==> src/rtl/alu_op_sequencer_if.sv <==
`default_nettype none
// +--------------------------------------------------------------------------+
// | alu_op_sequencer_if : command/ALU/response bundle for alu_op_sequencer   |
// | Revision 1.0                                                              |
// +--------------------------------------------------------------------------+
interface alu_op_sequencer_if #(
  parameter int DATA_W = 8,
  parameter int OP_W   = 3
);
  logic              cmd_valid_i;
  logic              cmd_ready_o;
  logic [DATA_W-1:0] cmd_a_i;
  logic [DATA_W-1:0] cmd_b_i;
  logic [OP_W-1:0]   cmd_op_i;
  logic              cmd_sweep_i;
  logic [DATA_W-1:0] alu_a_o;
  logic [DATA_W-1:0] alu_b_o;
  logic [OP_W-1:0]   alu_op_o;
  logic [DATA_W-1:0] alu_res_i;
  logic              rsp_valid_o;
  logic              rsp_ready_i;
  logic [DATA_W-1:0] rsp_res_o;
  logic [OP_W-1:0]   rsp_op_o;
  logic              rsp_last_o;
  logic              busy_o;

  // Environment side: issues commands, hosts the ALU, consumes responses.
  modport master (
    output cmd_valid_i, cmd_a_i, cmd_b_i, cmd_op_i, cmd_sweep_i, alu_res_i, rsp_ready_i,
    input  cmd_ready_o, alu_a_o, alu_b_o, alu_op_o, rsp_valid_o, rsp_res_o, rsp_op_o,
           rsp_last_o, busy_o
  );

  modport slave (
    input  cmd_valid_i, cmd_a_i, cmd_b_i, cmd_op_i, cmd_sweep_i, alu_res_i, rsp_ready_i,
    output cmd_ready_o, alu_a_o, alu_b_o, alu_op_o, rsp_valid_o, rsp_res_o, rsp_op_o,
           rsp_last_o, busy_o
  );
endinterface
`default_nettype wire

==> src/rtl/alu_op_sequencer.sv <==
`default_nettype none
// +--------------------------------------------------------------------------+
// | alu_op_sequencer : drives a combinational ALU, waits SETTLE cycles,      |
// | returns the sampled result; optional sweep over every opcode. Rev 1.0    |
// +--------------------------------------------------------------------------+
module alu_op_sequencer #(
  parameter int DATA_W = 8,
  parameter int OP_W   = 3,
  parameter int SETTLE = 1
) (
  input  wire logic         clk_i,
  input  wire logic         rst_i,
  alu_op_sequencer_if.slave bus
);

  localparam int                  c_CNT_W    = (SETTLE > 1) ? $clog2(SETTLE) : 1;
  localparam logic [c_CNT_W-1:0]  c_CNT_LOAD = c_CNT_W'(SETTLE - 1);
  localparam logic [OP_W-1:0]     c_OP_LAST  = '1;

  typedef enum logic [1:0] {
    ST_IDLE   = 2'd0,
    ST_SETTLE = 2'd1,
    ST_RESP   = 2'd2
  } state_t;

  state_t              r_state;
  logic [c_CNT_W-1:0]  r_cnt;
  logic                r_sweep;
  logic [DATA_W-1:0]   r_alu_a;
  logic [DATA_W-1:0]   r_alu_b;
  logic [OP_W-1:0]     r_alu_op;
  logic                r_rsp_valid;
  logic [DATA_W-1:0]   r_rsp_res;
  logic [OP_W-1:0]     r_rsp_op;
  logic                r_rsp_last;
  logic                r_busy;

  always_ff @(posedge clk_i) begin
    if (rst_i) begin
      r_state     <= ST_IDLE;
      r_cnt       <= '0;
      r_sweep     <= 1'b0;
      r_alu_a     <= '0;
      r_alu_b     <= '0;
      r_alu_op    <= '0;
      r_rsp_valid <= 1'b0;
      r_rsp_res   <= '0;
      r_rsp_op    <= '0;
      r_rsp_last  <= 1'b0;
      r_busy      <= 1'b0;
    end else begin
      case (r_state)
        ST_IDLE: begin
          if (bus.cmd_valid_i) begin
            r_alu_a  <= bus.cmd_a_i;
            r_alu_b  <= bus.cmd_b_i;
            r_alu_op <= bus.cmd_sweep_i ? '0 : bus.cmd_op_i;
            r_sweep  <= bus.cmd_sweep_i;
            r_cnt    <= c_CNT_LOAD;
            r_busy   <= 1'b1;
            r_state  <= ST_SETTLE;
          end
        end
        ST_SETTLE: begin
          if (r_cnt == '0) begin
            r_rsp_res   <= bus.alu_res_i;
            r_rsp_op    <= r_alu_op;
            r_rsp_last  <= !r_sweep || (r_alu_op == c_OP_LAST);
            r_rsp_valid <= 1'b1;
            r_state     <= ST_RESP;
          end else begin
            r_cnt <= r_cnt - 1'b1;
          end
        end
        ST_RESP: begin
          // Everything holds until the consumer takes the response.
          if (bus.rsp_ready_i) begin
            r_rsp_valid <= 1'b0;
            if (r_rsp_last) begin
              r_busy  <= 1'b0;
              r_state <= ST_IDLE;
            end else begin
              r_alu_op <= r_alu_op + 1'b1;
              r_cnt    <= c_CNT_LOAD;
              r_state  <= ST_SETTLE;
            end
          end
        end
        default: begin
          r_busy  <= 1'b0;
          r_state <= ST_IDLE;
        end
      endcase
    end
  end

  assign bus.cmd_ready_o = (r_state == ST_IDLE);
  assign bus.alu_a_o     = r_alu_a;
  assign bus.alu_b_o     = r_alu_b;
  assign bus.alu_op_o    = r_alu_op;
  assign bus.rsp_valid_o = r_rsp_valid;
  assign bus.rsp_res_o   = r_rsp_res;
  assign bus.rsp_op_o    = r_rsp_op;
  assign bus.rsp_last_o  = r_rsp_last;
  assign bus.busy_o      = r_busy;

endmodule
`default_nettype wire

==> src/flat_wrapper.sv <==
// flat-port wrapper written by rule: the top's interface ports become plain ports
module alu_op_sequencer_flat 
#(
  parameter int DATA_W = 8,
  parameter int OP_W   = 3,
  parameter int SETTLE = 1
)
  (clk_i, rst_i, bus_cmd_valid_i, bus_cmd_a_i, bus_cmd_b_i, bus_cmd_op_i, bus_cmd_sweep_i, bus_alu_res_i, bus_rsp_ready_i, bus_cmd_ready_o, bus_alu_a_o, bus_alu_b_o, bus_alu_op_o, bus_rsp_valid_o, bus_rsp_res_o, bus_rsp_op_o, bus_rsp_last_o, bus_busy_o);
  alu_op_sequencer_if #(.DATA_W(DATA_W), .OP_W(OP_W)) bus_i ();
  input  wire logic clk_i;
  input  wire logic rst_i;
  input wire logic [$bits(bus_i.cmd_valid_i)-1:0] bus_cmd_valid_i;
  input wire logic [$bits(bus_i.cmd_a_i)-1:0] bus_cmd_a_i;
  input wire logic [$bits(bus_i.cmd_b_i)-1:0] bus_cmd_b_i;
  input wire logic [$bits(bus_i.cmd_op_i)-1:0] bus_cmd_op_i;
  input wire logic [$bits(bus_i.cmd_sweep_i)-1:0] bus_cmd_sweep_i;
  input wire logic [$bits(bus_i.alu_res_i)-1:0] bus_alu_res_i;
  input wire logic [$bits(bus_i.rsp_ready_i)-1:0] bus_rsp_ready_i;
  output wire logic [$bits(bus_i.cmd_ready_o)-1:0] bus_cmd_ready_o;
  output wire logic [$bits(bus_i.alu_a_o)-1:0] bus_alu_a_o;
  output wire logic [$bits(bus_i.alu_b_o)-1:0] bus_alu_b_o;
  output wire logic [$bits(bus_i.alu_op_o)-1:0] bus_alu_op_o;
  output wire logic [$bits(bus_i.rsp_valid_o)-1:0] bus_rsp_valid_o;
  output wire logic [$bits(bus_i.rsp_res_o)-1:0] bus_rsp_res_o;
  output wire logic [$bits(bus_i.rsp_op_o)-1:0] bus_rsp_op_o;
  output wire logic [$bits(bus_i.rsp_last_o)-1:0] bus_rsp_last_o;
  output wire logic [$bits(bus_i.busy_o)-1:0] bus_busy_o;
  assign bus_i.cmd_valid_i = bus_cmd_valid_i;
  assign bus_i.cmd_a_i = bus_cmd_a_i;
  assign bus_i.cmd_b_i = bus_cmd_b_i;
  assign bus_i.cmd_op_i = bus_cmd_op_i;
  assign bus_i.cmd_sweep_i = bus_cmd_sweep_i;
  assign bus_i.alu_res_i = bus_alu_res_i;
  assign bus_i.rsp_ready_i = bus_rsp_ready_i;
  assign bus_cmd_ready_o = bus_i.cmd_ready_o;
  assign bus_alu_a_o = bus_i.alu_a_o;
  assign bus_alu_b_o = bus_i.alu_b_o;
  assign bus_alu_op_o = bus_i.alu_op_o;
  assign bus_rsp_valid_o = bus_i.rsp_valid_o;
  assign bus_rsp_res_o = bus_i.rsp_res_o;
  assign bus_rsp_op_o = bus_i.rsp_op_o;
  assign bus_rsp_last_o = bus_i.rsp_last_o;
  assign bus_busy_o = bus_i.busy_o;
  alu_op_sequencer #(.DATA_W(DATA_W), .OP_W(OP_W), .SETTLE(SETTLE)) u_core (.clk_i(clk_i), .rst_i(rst_i), .bus(bus_i));
endmodule
==> config.mk <==
export PLATFORM = sky130hd
export DESIGN_NAME = alu_op_sequencer_flat
export DESIGN_NICKNAME = d
export VERILOG_FILES = /design/src/rtl/alu_op_sequencer_if.sv /design/src/rtl/alu_op_sequencer.sv /design/src/flat_wrapper.sv
export SDC_FILE = /design/constraint.sdc
export NUM_CORES = 1
export LEC_CHECK = 0
export ABC_AREA = 0
export CAP_MARGIN = 20
export CORE_ASPECT_RATIO = 1.1
export CORE_UTILIZATION = 35
export CTS_BUF_LIST = sky130_fd_sc_hd__clkbuf_2
export DETAILED_ROUTE_END_ITERATION = 8
export PLACE_DENSITY = 0.68
export SKIP_CTS_REPAIR_TIMING = 1
export SYNTH_ARGS = -nofsm -noshare
export SYNTH_HDL_FRONTEND = slang
export SYNTH_SLANG_ARGS = --single-unit
==> constraint.sdc <==
create_clock -name clk_i -period 3.05 [get_ports clk_i]
set_input_delay 0.4575 -clock clk_i [delete_from_list [all_inputs] [get_ports clk_i]]
set_output_delay 0.4575 -clock clk_i [all_outputs]
set_load 0.005 [all_outputs]
==> impl_metrics.py <==
metrics = {
    "clock_tree": {
        "numCtsBuffers": 5,
        "cts-root-buf": "clkbuf_2",
        "path_clk_slew_ns": 0.18,
        "clock_path_buffers": 2,
        "clk-insertion-delay-late_ns": 0.37,
        "clock_sinks": 36,
        "tritoncts": "done",
        "cts.htree.levels": 2,
    },
    "setup_path": {
        "crit_type": "reg2out",
        "crit_chain": "nor2_1 > clkdlybuf4s50_1",
        "timing.critical_path.buf_inv": 1,
        "reg2reg_from": "u_core.r_state[0]",
        "critPathLaunchType": "register",
        "startpoint": "u_core.r_state[1]",
        "slowest_delay_ns": 0.63,
        "cp_top_family": "flip-flops",
        "slowest_stage": "dfxtp_1",
        "crit_fanout": 12,
        "arrival_ns": 1.52,
        "end_kind": "output port",
        "crit_required_ns": 2.59,
    },
    "synth": {
        "synthCells": 166,
        "ys_seq_elements": 36,
        "synth.lib_cells_used.distinct": 24,
        "synth_area_mm2": 0.00136,
        "ys_seq_area_share_pct": 52.8,
        "synth_warnings": 0,
        "syn_avg_cell_area_um2": 8.22,
        "synth_nets": 200,
    },
    "drt": {
        "drt_pass1_iterations": 4,
        "vias_per_cell": 4.69,
        "drt_iter0_markers": 62,
        "route.met2.wl_mm": 1.61,
        "drt.antenna.violating_nets": 0,
        "met3RoutedLength_um": 259,
        "remaining_drc_errors": 0,
        "wire_per_inst_um": 11.9,
        "vias": 1312,
        "m1WireLength_mm": 1.42,
        "top_layer": "met4",
        "finalWirelength_mm": 3.34,
    },
    "layout": {
        "nFillCells": 383,
        "multi_input_comb_area_um2": 579,
        "ff_latch_area_um2": 721,
        "drive_above_1_share_pct": 5.65,
        "antenna_cells": 0,
        "layout.nets": 263,
        "syn_to_final_growth_pct": 52.1,
    },
    "run": {
        "maxCapViolCount": 0,
    },
    "grt": {
        "grt_pass1_vias": 1152,
        "grt_pass1_wl_mm": 5.21,
        "grt_max_degree": 37,
        "antenna_found_initial": 0,
        "overflow": 0,
        "grt.total_usage_pct": 17.1,
    },
    "timing": {
        "hold_viol_final": 0,
        "slew_headroom_pct": 44.9,
        "timing.final.ws_setup_ns": 1.07,
        "fin_crit_ns": 1.98,
        "rsz0062_at_grt": "no",
        "period_share_pct": 64.9,
        "finClkSkew_ns": 0.00807,
        "tightest_slew_ns": 0.824,
        "fin_setup_tns_ns": 0,
        "fmax_mhz": 505,
        "holdWs_ns": 0.464,
        "drv_slew": 0,
        "setup-violations-final": 0,
    },
    "pwr": {
        "ir_drop_mv": 0.273,
        "netSwitchingPower_w": 0.000254,
        "internal_power_w": 0.000672,
        "clockPowerShare_pct": 22.0,
        "power_leakage_nw": 0.758,
        "switching_share_pct": 27.4,
        "pwr-share-seq_pct": 56.9,
        "powerDensity_mw_per_mm2": 446,
        "power_frac_comb_pct": 21.0,
    },
    "worst_hold_path": {
        "hold_class": "reg2reg",
        "hp-start": "u_core.bus.alu_a_o[7]",
    },
    "place": {
        "place_hpwl_mm": 2.31,
        "dp_worst_setup_slack_ns": 1.11,
        "place_congestion": 0.753,
        "port_buffers": 65,
    },
    "floorplanning": {
        "num_io_pins": 66,
        "core_mm2": 0.00368,
        "rows": 23,
        "die-area_mm2": 0.00415,
        "die_w_um": 61.5,
        "start_util_pct": 37.0,
        "die_h_um": 67.5,
    },
    "outcome": {
        "status": "finished, final reports clean",
    },
}
final cells by class:
type                    instances  area share, %
clock buffers                   5           1.21
clock inverters                 3          0.663
inverters                       2          0.362
multi-input cells             117           27.9
flip-flops and latches         36           34.7
well taps                      50           3.02
repair buffers                 67           32.1
kinds of logic (layout without fill, tap and decap cells):
group                      after synthesis  in the layout  share of synthesized area (%)
DFF                                     36             36                           52.8
AOI/OAI and AO/OA                       39             39                           16.1
and+or+nand+nor                         76             76                           24.5
adders and majority gates                2              2                           1.83
buffers and inverters                   13             77                           4.68
final timing paths:
check | end | slack (ns) | depth (start not counted)
max | bus_cmd_ready_o | 1.07 | 2
min | u_core.bus.alu_a_o[7] | 0.46 | 2
max reg2reg | u_core.bus.rsp_last_o | 1.46 | 3
min reg2reg | u_core.bus.alu_a_o[7] | 0.46 | 2
power groups by stage:
stage                     combinational (W)  sequential (W)  clock, W
final                              0.000195        0.000527  0.000204
after global routing               0.000214        0.000532  0.000236
after CTS                          0.000197        0.000527  0.000213
after detailed placement           0.000196        0.000537         0
after global placement             0.000194        0.000537         0
after floorplan                   0.0000832        0.000535         0
cell usage in the layout, fill, tap and decap left out, drive strengths merged:
cell,instances
a21oi,31
clkinv,3
or3b,1
or2,1
nor3,5
nor4bb,1
clkbuf,5
a2bb2oi,1
dfxtp,36
nand2,57
nand2b,2
o21a,1
nor2,5
buf,2
nor2b,2
o21ai,1
ha,2
nor3b,2
clkdlybuf4s50,65
inv,2
a32oi,2
a211oi,3
worst register-to-register path: stages (launching register included):
cell	delay [ns]
dfxtp_1	0.55
nor2b_1	0.72
nor2_1	0.08
nor3_1	0.18
layer usage:
layer,GRT usage (%),vias to the layer above
met5,0,-
met4,6.67,0
met3,5.75,7
met2,27.8,44
met1,20.4,586
li1,-,675
cells in the mapped netlist:
library cell  number  area, um2
nand2_1           57        214
dfxtp_1           36        721
a21oi_1           30        150
buf_2              6       30.0
nor2_1             5       18.8
nor3_1             5       25.0
a211oi_1           3       22.5
clkbuf_1           3       11.3
a32oi_1            2       17.5
ha_1               2       25.0
inv_1              2       7.51
nand2b_1           2       12.5
nor2b_1            2       12.5
a21oi_2            1       8.76
a2bb2oi_1          1       8.76
buf_1              1       3.75
buf_6              1       11.3
nor3b_1            1       7.51
nor3b_2            1       12.5
nor4bb_2           1       16.3
o21a_1             1       7.51
o21ai_0            1       5.00
or2_2              1       6.26
or3b_1             1       8.76
flip-flops by register name, indices dropped and copies added (netlist names), 2 cells and up:
register,cells
u_core.bus.alu_b_o,8
u_core.bus.rsp_res_o,8
u_core.r_state,2
u_core.bus.alu_a_o,8
u_core.bus.rsp_op_o,3
u_core.bus.alu_op_o,3
metrics by stage:
| stage | area [um2] | power [W] | utilization [%] | instances |
|---|---|---|---|---|
| 2_1_floorplan | 1360 | 0.000618 | - | 166 |
| 6_report | 2070 | 0.000926 | 56.3 | 280 |
| 5_1_grt | 2070 | 0.000982 | 56.3 | 280 |
| 4_1_cts | 2070 | 0.000937 | 56.3 | 280 |
| 3_5_place_dp | 2040 | 0.000734 | 55.3 | 272 |
| 3_3_place_gp | 2040 | 0.000731 | 55.3 | 272 |
(Power assumes the default switching activity.)
